$ cat src/rtl/i2cm_e2prom_reader.sv
// I2C master performing a random-address sequential read from the boot E2PROM
// and streaming each received byte to the MCU load logic.
//
// state  | meaning
// IDLE   | bus released, waiting for start
// START  | SDA falls while SCL high, then SCL falls
// DEVW   | device byte with write bit
// ACK1   | slave ACK of device-write byte
// WADDR  | low 8 bits of word address
// ACK2   | slave ACK of word address
// RSTART | repeated START
// DEVR   | device byte with read bit
// ACK3   | slave ACK of device-read byte
// RDATA  | 8 data bits shifted in, MSB first
// MACK   | master ACK (more bytes) or NACK (last byte)
// STOP   | SDA low, SCL rises, SDA released
// DONE   | one-cycle done pulse
module i2cm_e2prom_reader #(
    parameter int unsigned CLK_DIV  = 8,
    parameter logic [6:0]  DEV_ADDR = 7'h50
) (
    input  logic       sys_clk,
    input  logic       sys_rst,
    input  logic       start,
    input  logic [8:0] rd_addr,
    input  logic [8:0] rd_len,
    output logic       busy,
    output logic       done,
    output logic       nack_err,
    output logic [7:0] rd_data,
    output logic       rd_valid,
    output logic       scl,
    input  logic       sda_in,
    output logic       sda_out,
    output logic       sda_oe
);

    typedef enum logic [3:0] {
        S_IDLE, S_START, S_DEVW, S_ACK1, S_WADDR, S_ACK2, S_RSTART,
        S_DEVR, S_ACK3, S_RDATA, S_MACK, S_STOP, S_DONE
    } state_t;

    localparam logic [7:0] DIV_M1 = 8'(CLK_DIV - 1);

    state_t     state_q, state_d;
    logic [7:0] cnt_q, cnt_d;
    logic [1:0] ph_q, ph_d;
    logic [2:0] bit_q, bit_d;
    logic [7:0] sh_q, sh_d;
    logic [8:0] addr_q, addr_d;
    logic [8:0] left_q, left_d;
    logic       nack_seen_q, nack_seen_d;
    logic       nack_err_q, nack_err_d;
    logic [7:0] rd_data_q, rd_data_d;
    logic       rd_valid_q, rd_valid_d;
    logic       busy_q, busy_d;
    logic       done_q, done_d;
    logic       scl_q, scl_d;
    logic       oe_q, oe_d;

    logic       phase_end, bit_end, sample, accept;
    logic [7:0] dev_w, dev_r;

    // Line levels for a given state/phase, returned as {scl, oe}.
    function automatic logic [1:0] bus_drive(input state_t st, input logic [1:0] ph,
                                             input logic tx_bit, input logic last);
        logic       bit_scl;
        logic [1:0] r;
        bit_scl = (ph == 2'd1) || (ph == 2'd2);
        case (st)
            S_START:                        r = {1'b1, ph != 2'd0};
            S_RSTART:                       r = {ph != 2'd0, ph == 2'd2};
            S_STOP:                         r = {ph != 2'd0, ph != 2'd2};
            S_DEVW, S_WADDR, S_DEVR:        r = {bit_scl, ~tx_bit};
            S_ACK1, S_ACK2, S_ACK3, S_RDATA: r = {bit_scl, 1'b0};
            S_MACK:                         r = {bit_scl, ~last};
            default:                        r = 2'b10;
        endcase
        return r;
    endfunction

    assign dev_w     = {DEV_ADDR[6:1], addr_q[8], 1'b0};
    assign dev_r     = dev_w | 8'h01;
    assign phase_end = (cnt_q == 8'd0);
    assign bit_end   = phase_end && (ph_q == 2'd3);
    assign sample    = phase_end && (ph_q == 2'd1);
    assign accept    = (state_q == S_IDLE) && start;

    always_comb begin
        state_d     = state_q;
        cnt_d       = cnt_q;
        ph_d        = ph_q;
        bit_d       = bit_q;
        sh_d        = sh_q;
        addr_d      = addr_q;
        left_d      = left_q;
        nack_seen_d = nack_seen_q;
        nack_err_d  = nack_err_q;
        rd_data_d   = rd_data_q;
        rd_valid_d  = 1'b0;

        if (state_q != S_IDLE && state_q != S_DONE) begin
            if (phase_end) begin
                cnt_d = DIV_M1;
                ph_d  = ph_q + 2'd1;
            end else begin
                cnt_d = cnt_q - 8'd1;
            end
        end

        case (state_q)
            S_IDLE: begin
                if (accept) begin
                    addr_d      = rd_addr;
                    left_d      = rd_len;
                    nack_seen_d = 1'b0;
                    nack_err_d  = 1'b0;
                    cnt_d       = DIV_M1;
                    ph_d        = 2'd0;
                    state_d     = (rd_len == 9'd0) ? S_DONE : S_START;
                end
            end
            S_START: begin
                if (phase_end && ph_q == 2'd1) begin
                    state_d = S_DEVW;
                    ph_d    = 2'd0;
                    sh_d    = dev_w;
                    bit_d   = 3'd0;
                end
            end
            S_DEVW, S_WADDR, S_DEVR: begin
                if (bit_end) begin
                    sh_d  = {sh_q[6:0], 1'b0};
                    bit_d = bit_q + 3'd1;
                    if (bit_q == 3'd7) begin
                        case (state_q)
                            S_DEVW:  state_d = S_ACK1;
                            S_WADDR: state_d = S_ACK2;
                            default: state_d = S_ACK3;
                        endcase
                    end
                end
            end
            S_ACK1, S_ACK2, S_ACK3: begin
                if (sample && sda_in) begin
                    nack_seen_d = 1'b1;
                end
                if (bit_end) begin
                    bit_d = 3'd0;
                    if (nack_seen_q) begin
                        state_d = S_STOP;
                    end else begin
                        case (state_q)
                            S_ACK1: begin
                                state_d = S_WADDR;
                                sh_d    = addr_q[7:0];
                            end
                            S_ACK2:  state_d = S_RSTART;
                            default: state_d = S_RDATA;
                        endcase
                    end
                end
            end
            S_RSTART: begin
                if (phase_end && ph_q == 2'd2) begin
                    state_d = S_DEVR;
                    ph_d    = 2'd0;
                    sh_d    = dev_r;
                    bit_d   = 3'd0;
                end
            end
            S_RDATA: begin
                if (sample) begin
                    sh_d = {sh_q[6:0], sda_in};
                    if (bit_q == 3'd7) begin
                        rd_valid_d = 1'b1;
                        rd_data_d  = {sh_q[6:0], sda_in};
                        left_d     = left_q - 9'd1;
                    end
                end
                if (bit_end) begin
                    bit_d = bit_q + 3'd1;
                    if (bit_q == 3'd7) begin
                        state_d = S_MACK;
                    end
                end
            end
            S_MACK: begin
                if (bit_end) begin
                    bit_d   = 3'd0;
                    state_d = (left_q != 9'd0) ? S_RDATA : S_STOP;
                end
            end
            S_STOP: begin
                if (phase_end && ph_q == 2'd2) begin
                    state_d    = S_DONE;
                    ph_d       = 2'd0;
                    nack_err_d = nack_seen_q;
                end
            end
            S_DONE: state_d = S_IDLE;
            default: state_d = S_IDLE;
        endcase

        // A zero-length request still reports busy for its single done cycle.
        busy_d         = (state_d != S_IDLE && state_d != S_DONE) || (accept && rd_len == 9'd0);
        done_d         = (state_d == S_DONE);
        {scl_d, oe_d}  = bus_drive(state_d, ph_d, sh_d[7], left_d == 9'd0);
    end

    always_ff @(posedge sys_clk or posedge sys_rst) begin
        if (sys_rst) begin
            state_q     <= S_IDLE;
            cnt_q       <= 8'd0;
            ph_q        <= 2'd0;
            bit_q       <= 3'd0;
            sh_q        <= 8'h00;
            addr_q      <= 9'd0;
            left_q      <= 9'd0;
            nack_seen_q <= 1'b0;
            nack_err_q  <= 1'b0;
            rd_data_q   <= 8'h00;
            rd_valid_q  <= 1'b0;
            busy_q      <= 1'b0;
            done_q      <= 1'b0;
            scl_q       <= 1'b1;
            oe_q        <= 1'b0;
        end else begin
            state_q     <= state_d;
            cnt_q       <= cnt_d;
            ph_q        <= ph_d;
            bit_q       <= bit_d;
            sh_q        <= sh_d;
            addr_q      <= addr_d;
            left_q      <= left_d;
            nack_seen_q <= nack_seen_d;
            nack_err_q  <= nack_err_d;
            rd_data_q   <= rd_data_d;
            rd_valid_q  <= rd_valid_d;
            busy_q      <= busy_d;
            done_q      <= done_d;
            scl_q       <= scl_d;
            oe_q        <= oe_d;
        end
    end

    assign busy     = busy_q;
    assign done     = done_q;
    assign nack_err = nack_err_q;
    assign rd_data  = rd_data_q;
    assign rd_valid = rd_valid_q;
    assign scl      = scl_q;
    assign sda_oe   = oe_q;
    assign sda_out  = 1'b0;

endmodule

$ cat config.mk
export PLATFORM = sky130hd
export DESIGN_NAME = i2cm_e2prom_reader
export DESIGN_NICKNAME = d
export VERILOG_FILES = /design/src/rtl/i2cm_e2prom_reader.sv
export SDC_FILE = /design/constraint.sdc
export NUM_CORES = 1
export LEC_CHECK = 0
export ABC_AREA = 0
export ABC_CLOCK_PERIOD_IN_PS = 5290
export BUFFER_PORTS_ARGS = -buffer_cell sky130_fd_sc_hd__buf_2
export CORE_ASPECT_RATIO = 1.5
export CORE_MARGIN = 5
export CORE_UTILIZATION = 59
export CTS_CLUSTER_DIAMETER = 50
export CTS_CLUSTER_SIZE = 40
export DETAILED_ROUTE_END_ITERATION = 7
export PLACE_DENSITY = 0.79
export SYNTH_ARGS = -nofsm -noshare
export SYNTH_HDL_FRONTEND = slang
export SYNTH_SLANG_ARGS = --single-unit
$ cat constraint.sdc
create_clock -name sys_clk -period 5.29 [get_ports sys_clk]
set_input_delay 0.2645 -clock sys_clk [delete_from_list [all_inputs] [get_ports sys_clk]]
set_output_delay 0.2645 -clock sys_clk [all_outputs]
set_load 0.005 [all_outputs]
==> impl_metrics.toml, run 1 <==
[synth]
synth_top_cell_area_share_pct = 39.2
synth_seq_cells = 58
ys_seq_area_share_pct = 39.9
synth_ff_type = "dfrtp_1"
async_flop_share_pct = 100
synth_fp_nets = 449
yosys.area.top_type = "dfrtp_1"
syn_area_per_cell_sq_um = 8.73
syn_area_sq_um = 3640
synth_cell_type_count = 75
synth.area.top_cells = "dfrtp_1, nand2_1, o21ai_0"
syn_inst = 417
yosysWarnings = 0
synth-edff-count = 0

[drt]
antenna_left = 0
drt-total-wl_mm = 9.63
drc = 0
viasPerCell = 6.44
vias = 3372
drt-initial-drc-count = 337
first_pass_iters = 5
wl_per_cell_um = 18.4

[power]
leakage_nw = 1.79
power_density_nw_per_um2 = 488
ir_drop_uv = 279

[floorplanning]
initial_core_util_pct = 59.8
coreArea_sq_um = 6090
fp.dieArea_sq_um = 7870
die_x_um = 74.1
placementRows = 35
die_y_um = 106
io_pins = 37

[sta]
period_share_pct = 69.2
rsz0062_at_grt = "false"
setup_viol = 0
slew_headroom_pct = 35.2
worstMarginPinSlew_ns = 0.973
fin_ws_ns = 1.63
fin_skew_ns = 0.00886
max_freq_mhz = 273
timing_hold_violations_final = 0
min_period_ns = 3.66
setup_tns_ns = 0
drv_slew = 0

[finish]
final_net_count = 477
diodes = 0
finalInstanceArea_sq_um = 4050
drive_above_1_share_pct = 18.0
area_growth_syn_to_layout_pct = 11.3
fillers = 502
final_cell_mix = "nand2_1, dfrtp_1, buf_2"
final_common_cell = "nand2_1"

[clock_network]
post_cts_buffers = 0
clk_pin_slew_ns = 0.07
cts_tree = "yes"
max-clock-path-buffers = 2
cts_sinks = 58
cts_made_buffers = 9
h-tree-depth = 3
clkLatencyLatePin_ns = 0.35
post_cts_resized = 0
hold_buffers = 0
cts_root_buffer = "clkbuf_8"

[global_routing]
grt_use_total_pct = 26.4
grt_remaining_overflow = 0
antenna_found_initial = 0
grt_pass1_wl_mm = 16.0
grt_pass1_vias = 3427
grt_start_max_net_pins = 59

[setup_path]
rr_startpoint = "state_q[0]"
rr_worst_depth = 9
worst_setup_path_end_kind = "flop"
cp_data_arrival_time_ns = 3.92
r2r_setup_slack_ns = 1.63
critical_path_class = "reg -> reg"
required_ns = 5.55
startpoint_type = "flop"
reg2reg_to = "scl"
cp_max_fo = 35

[placed_design]
dp_hpwl_mm = 6.92
place.gp.congestion = 1.02
place_area_sq_um = 3820
port_buffers = 35
pre_cts_slack_ns = 1.71

[hold_path]
hold_class = "in -> async"

[run_status]
outcome = "finished, final reports clean"

[job]
maxCapViolCount = 0
==> registers in the layout, indices dropped and copies added (netlist names) <==
name / count
rd_valid: 1
bit_q: 3
done: 1
ph_q: 2
scl: 1
cnt_q: 8
addr_q: 9
left_q: 9
sda_oe: 1
sh_q: 8
nack_err: 1
nack_seen_q: 1
rd_data: 8
busy: 1
state_q: 4
==> area by class of cell <==
| type | instances | area (sq um) | share of cell area (%) |
|---|---|---|---|
| timing repair buffer | 39 | 205 | 5.07 |
| multi-input combinational | 314 | 1980 | 49.0 |
| clock buffer | 12 | 155 | 3.83 |
| inverter | 23 | 86.3 | 2.13 |
| clock inverter | 4 | 73.8 | 1.82 |
| sequential | 58 | 1450 | 35.9 |
| tap | 74 | 92.6 | 2.29 |
==> synthesized netlist by cell type, drive strengths merged (6+ instances only) <==
master and number:
o21ai 29, nand2 67, o211ai 13, inv 23, nor2b 8, nor4 13, ha 10, a22oi 6
xnor2 8, and2 6, and3 6, dfrtp 57, nor2 29, a21oi 17, clkbuf 17, nand3 12
nand2b 7, o21a 8
==> per-stage QoR <==
stage	utilization, %	cells	total power, mW	hold slack [ns]
after floorplan	-	417	1.31	0.370
final	66.5	524	1.98	0.108
after global routing	66.5	524	2.11	0.122
after detailed placement	62.8	508	1.49	0.458
after global placement	62.8	508	1.47	0.457
after CTS	66.5	524	1.97	0.0984
==> worst max-delay path by stage <==
stage | start | end | slack [ns] | depth (start not counted)
after floorplan | state_q[1] | scl | 2.12 | 10
after global placement | state_q[0] | scl | 1.87 | 7
after detailed placement | state_q[0] | scl | 1.71 | 9
after CTS | state_q[0] | scl | 1.68 | 9
after global routing | state_q[0] | scl | 1.35 | 9
final | state_q[0] | scl | 1.63 | 9
==> critical path, cell delays in order (launching register included) <==
cell,delay (ns)
dfrtp_1,0.74
nor4_1,0.68
and2_1,0.71
a32oi_1,0.22
nand3_2,0.15
nor2_4,0.05
inv_2,0.08
mux2_4,0.31
and3b_1,0.19
or4_1,0.46
==> routing by layer <==
metal  share of wire, %  track usage [%]  up-vias
met3                5.8             4.16       45
met4                6.3             19.6        0
li1                   -                -     1568
met5                  0                0        -
met1                 37             30.1     1605
met2                 51             43.2      154
==> cell families (layout without fill, tap and decap cells) <==
family,Yosys count,after routing,share of synthesized area (%)
compound gates,111,111,20.9
xor+xnor,8,8,1.93
flops,58,58,39.9
fa+ha+maj,10,10,3.44
buf+inv,45,78,5.57
other cells,1,1,0.103
simple gates,179,179,26.5
mux,5,5,1.58
==> where the power goes <==
part	switching, mW	internal (mW)	total (mW)
Clock	0.179	0.291	0.470
Sequential	0.181	0.570	0.751
Combinational	0.439	0.315	0.754
Total	0.799	1.18	1.98
(Power assumes the default switching activity.)
==> run 2, diff against run 1 <==
- ABC_CLOCK_PERIOD_IN_PS: 5290 -> 3480
- clock period: 5.29 -> 3.48 ns (I/O delays scaled with it)
==> run 2 against run 1 <==
Compared with the run above:
- first-iteration DRC count fell by 18%
- clock skew rose by 0.0011 ns
- clock power rose by 50%
- register-to-register slack got worse by 1.4 ns
- cell count rose by 2.5%
- global-route usage rose by 1.8 points
- hold slack got worse by 0.094 ns
- via count rose by 0.98%
- routed wire length rose by 6.4%
- final area rose by 2.4%
- worst setup slack got worse by 1.4 ns
- combinational power rose by 71%
==> impl_metrics.toml, run 2 (synthesized netlist as in run 1, its figures left out) <==
[sta]
period_share_pct = 92.3
timing_hold_violations_final = 0
worstMarginPinSlew_ns = 0.660
min_period_ns = 3.21
slew_headroom_pct = 55.5
fin_ws_ns = 0.267
drv_slew = 0
hold-worst-slack_ns = 0.0140
fin_skew_ns = 0.00994
setup_tns_ns = 0
max_freq_mhz = 311
rsz0062_at_grt = "false"
setup_viol = 0

[drt]
drc = 0
drt-initial-drc-count = 278
wl_met1_mm = 3.68
wl_per_cell_um = 19.1
antenna_left = 0
route.top_layer_used = "met4"
drt-total-wl_mm = 10.3
first_pass_iters = 5
wl_met2_mm = 5.37
viasPerCell = 6.34
vias = 3405
route.met3.wl_um = 621

[clock_network]
cts_root_buffer = "clkbuf_8"
cts_sinks = 58
cts_made_buffers = 9
cts_tree = "yes"
post_cts_buffers = 0
clk_pin_slew_ns = 0.07
clkLatencyLatePin_ns = 0.34
max-clock-path-buffers = 2
h-tree-depth = 3

[power]
power_density_nw_per_um2 = 745
leakage_nw = 1.85
ir_drop_uv = 515

[finish]
final_common_cell = "nand2_1"
final_cell_mix = "nand2_1, dfrtp_1, buf_2"
area_growth_syn_to_layout_pct = 14.0
fillers = 476
layout.cells.non_filler = 537
finalInstanceArea_sq_um = 4150
seqCellArea_sq_um = 1450
diodes = 0
top_regs = "addr_q (9), left_q (9)"
drive_above_1_share_pct = 20.3
multiInputGateArea_sq_um = 1990
final_net_count = 490

[floorplanning]
initial_core_util_pct = 59.8
fp.dieArea_sq_um = 7870
coreArea_sq_um = 6090
io_pins = 37
placementRows = 35
die_y_um = 106
die_x_um = 74.1

[hold_path]
hold_class = "in -> reg"

[global_routing]
grt_start_max_net_pins = 31
grt_pass1_vias = 3478
antenna_found_initial = 0
grt_use_total_pct = 28.2
grt_pass1_wl_mm = 16.9
grt_remaining_overflow = 0

[setup_path]
required_ns = 3.74
startpoint_type = "flop"
startpoint = "cnt_q[0]"
worst_setup_path_end_kind = "flop"
cp_data_arrival_time_ns = 3.47
worst_setup_path_endpoint = "scl"
cp_max_fo = 8
r2r_setup_slack_ns = 0.27
rr_startpoint = "cnt_q[0]"
critical_path_class = "reg -> reg"
rr_worst_depth = 14
reg2reg_to = "scl"

[job]
maxCapViolCount = 0

[run_status]
outcome = "finished, final reports clean"

[placed_design]
dp_hpwl_mm = 7.63
pre_cts_slack_ns = 0.341
port_buffers = 35
place_area_sq_um = 3910
place.gp.congestion = 0.981
placed_cells = 520
-- run 2: cell types whose count changed in the layout (fill, tap and decap cells not counted) --
cell           before  now
buf_4               4   16
clkbuf_8           11   10
clkinv_2            1    2
dlygate4sd3_1       0    1
nor4_1             11   10
nor4_2              1    2
-- run 2: area by class of cell --
type                    instances  area share (%)
flip-flops and latches         58            35.0
clock buffers                  11            3.41
repair buffers                 52            7.36
well taps                      74            2.23
multi-input cells             314            48.0
inverters                      23            2.08
clock inverters                 5            1.90
-- run 2: worst max-delay path, cell delays in order (launching register included) --
cell,delay [ns]
dfrtp_1,0.36
inv_1,0.08
ha_1,0.26
nor3b_2,0.17
buf_4,0.18
and2_2,0.20
nand2_1,0.14
nor2_1,0.07
o21ai_0,0.14
a21oi_1,0.08
o21ai_0,0.39
nand2_1,0.16
ha_1,0.34
nor2_1,0.05
or4_1,0.51
-- run 2: worst min path at each step --
stage	startpoint	to	slack [ns]	cells past startpoint
2_1_floorplan	rd_addr[0]	addr_q[0]	0.28	2
6_report	rd_addr[2]	addr_q[2]	0.01	3
4_1_cts	rd_addr[2]	addr_q[2]	0.005	3
3_5_place_dp	sys_rst	cnt_q[6]	0.29	2
3_3_place_gp	sys_rst	cnt_q[6]	0.29	2
5_1_grt	rd_addr[2]	addr_q[2]	0.03	3
-- run 2: stage by stage --
stage / power [mW] / util, %
6_report: 3.09 / 68.1
5_1_grt: 3.28 / 68.1
4_1_cts: 3.07 / 68.0
3_5_place_dp: 2.35 / 64.2
3_3_place_gp: 2.31 / 64.2
2_1_floorplan: 1.99 / -
-- run 2: repair_timing --
item / in CTS / in global routing
gates resized for setup: 0 / 1
hold endpoints to repair: 29 / 0
hold buffers: 1 / 0
setup endpoints to repair: 0 / 1
-- run 2: power breakdown --
group | internal (mW) | switching [mW] | total, mW
Clock | 0.422 | 0.284 | 0.706
Combinational | 0.522 | 0.769 | 1.29
Sequential | 0.868 | 0.222 | 1.09
Total | 1.81 | 1.28 | 3.09
-- run 2: per-layer routing --
| layer | track usage (%) | vias to the layer above |
|---|---|---|
| li1 | - | 1590 |
| met1 | 31.5 | 1612 |
| met2 | 47.7 | 161 |
| met3 | 4.45 | 42 |
| met4 | 19.0 | 0 |
| met5 | 0 | - |
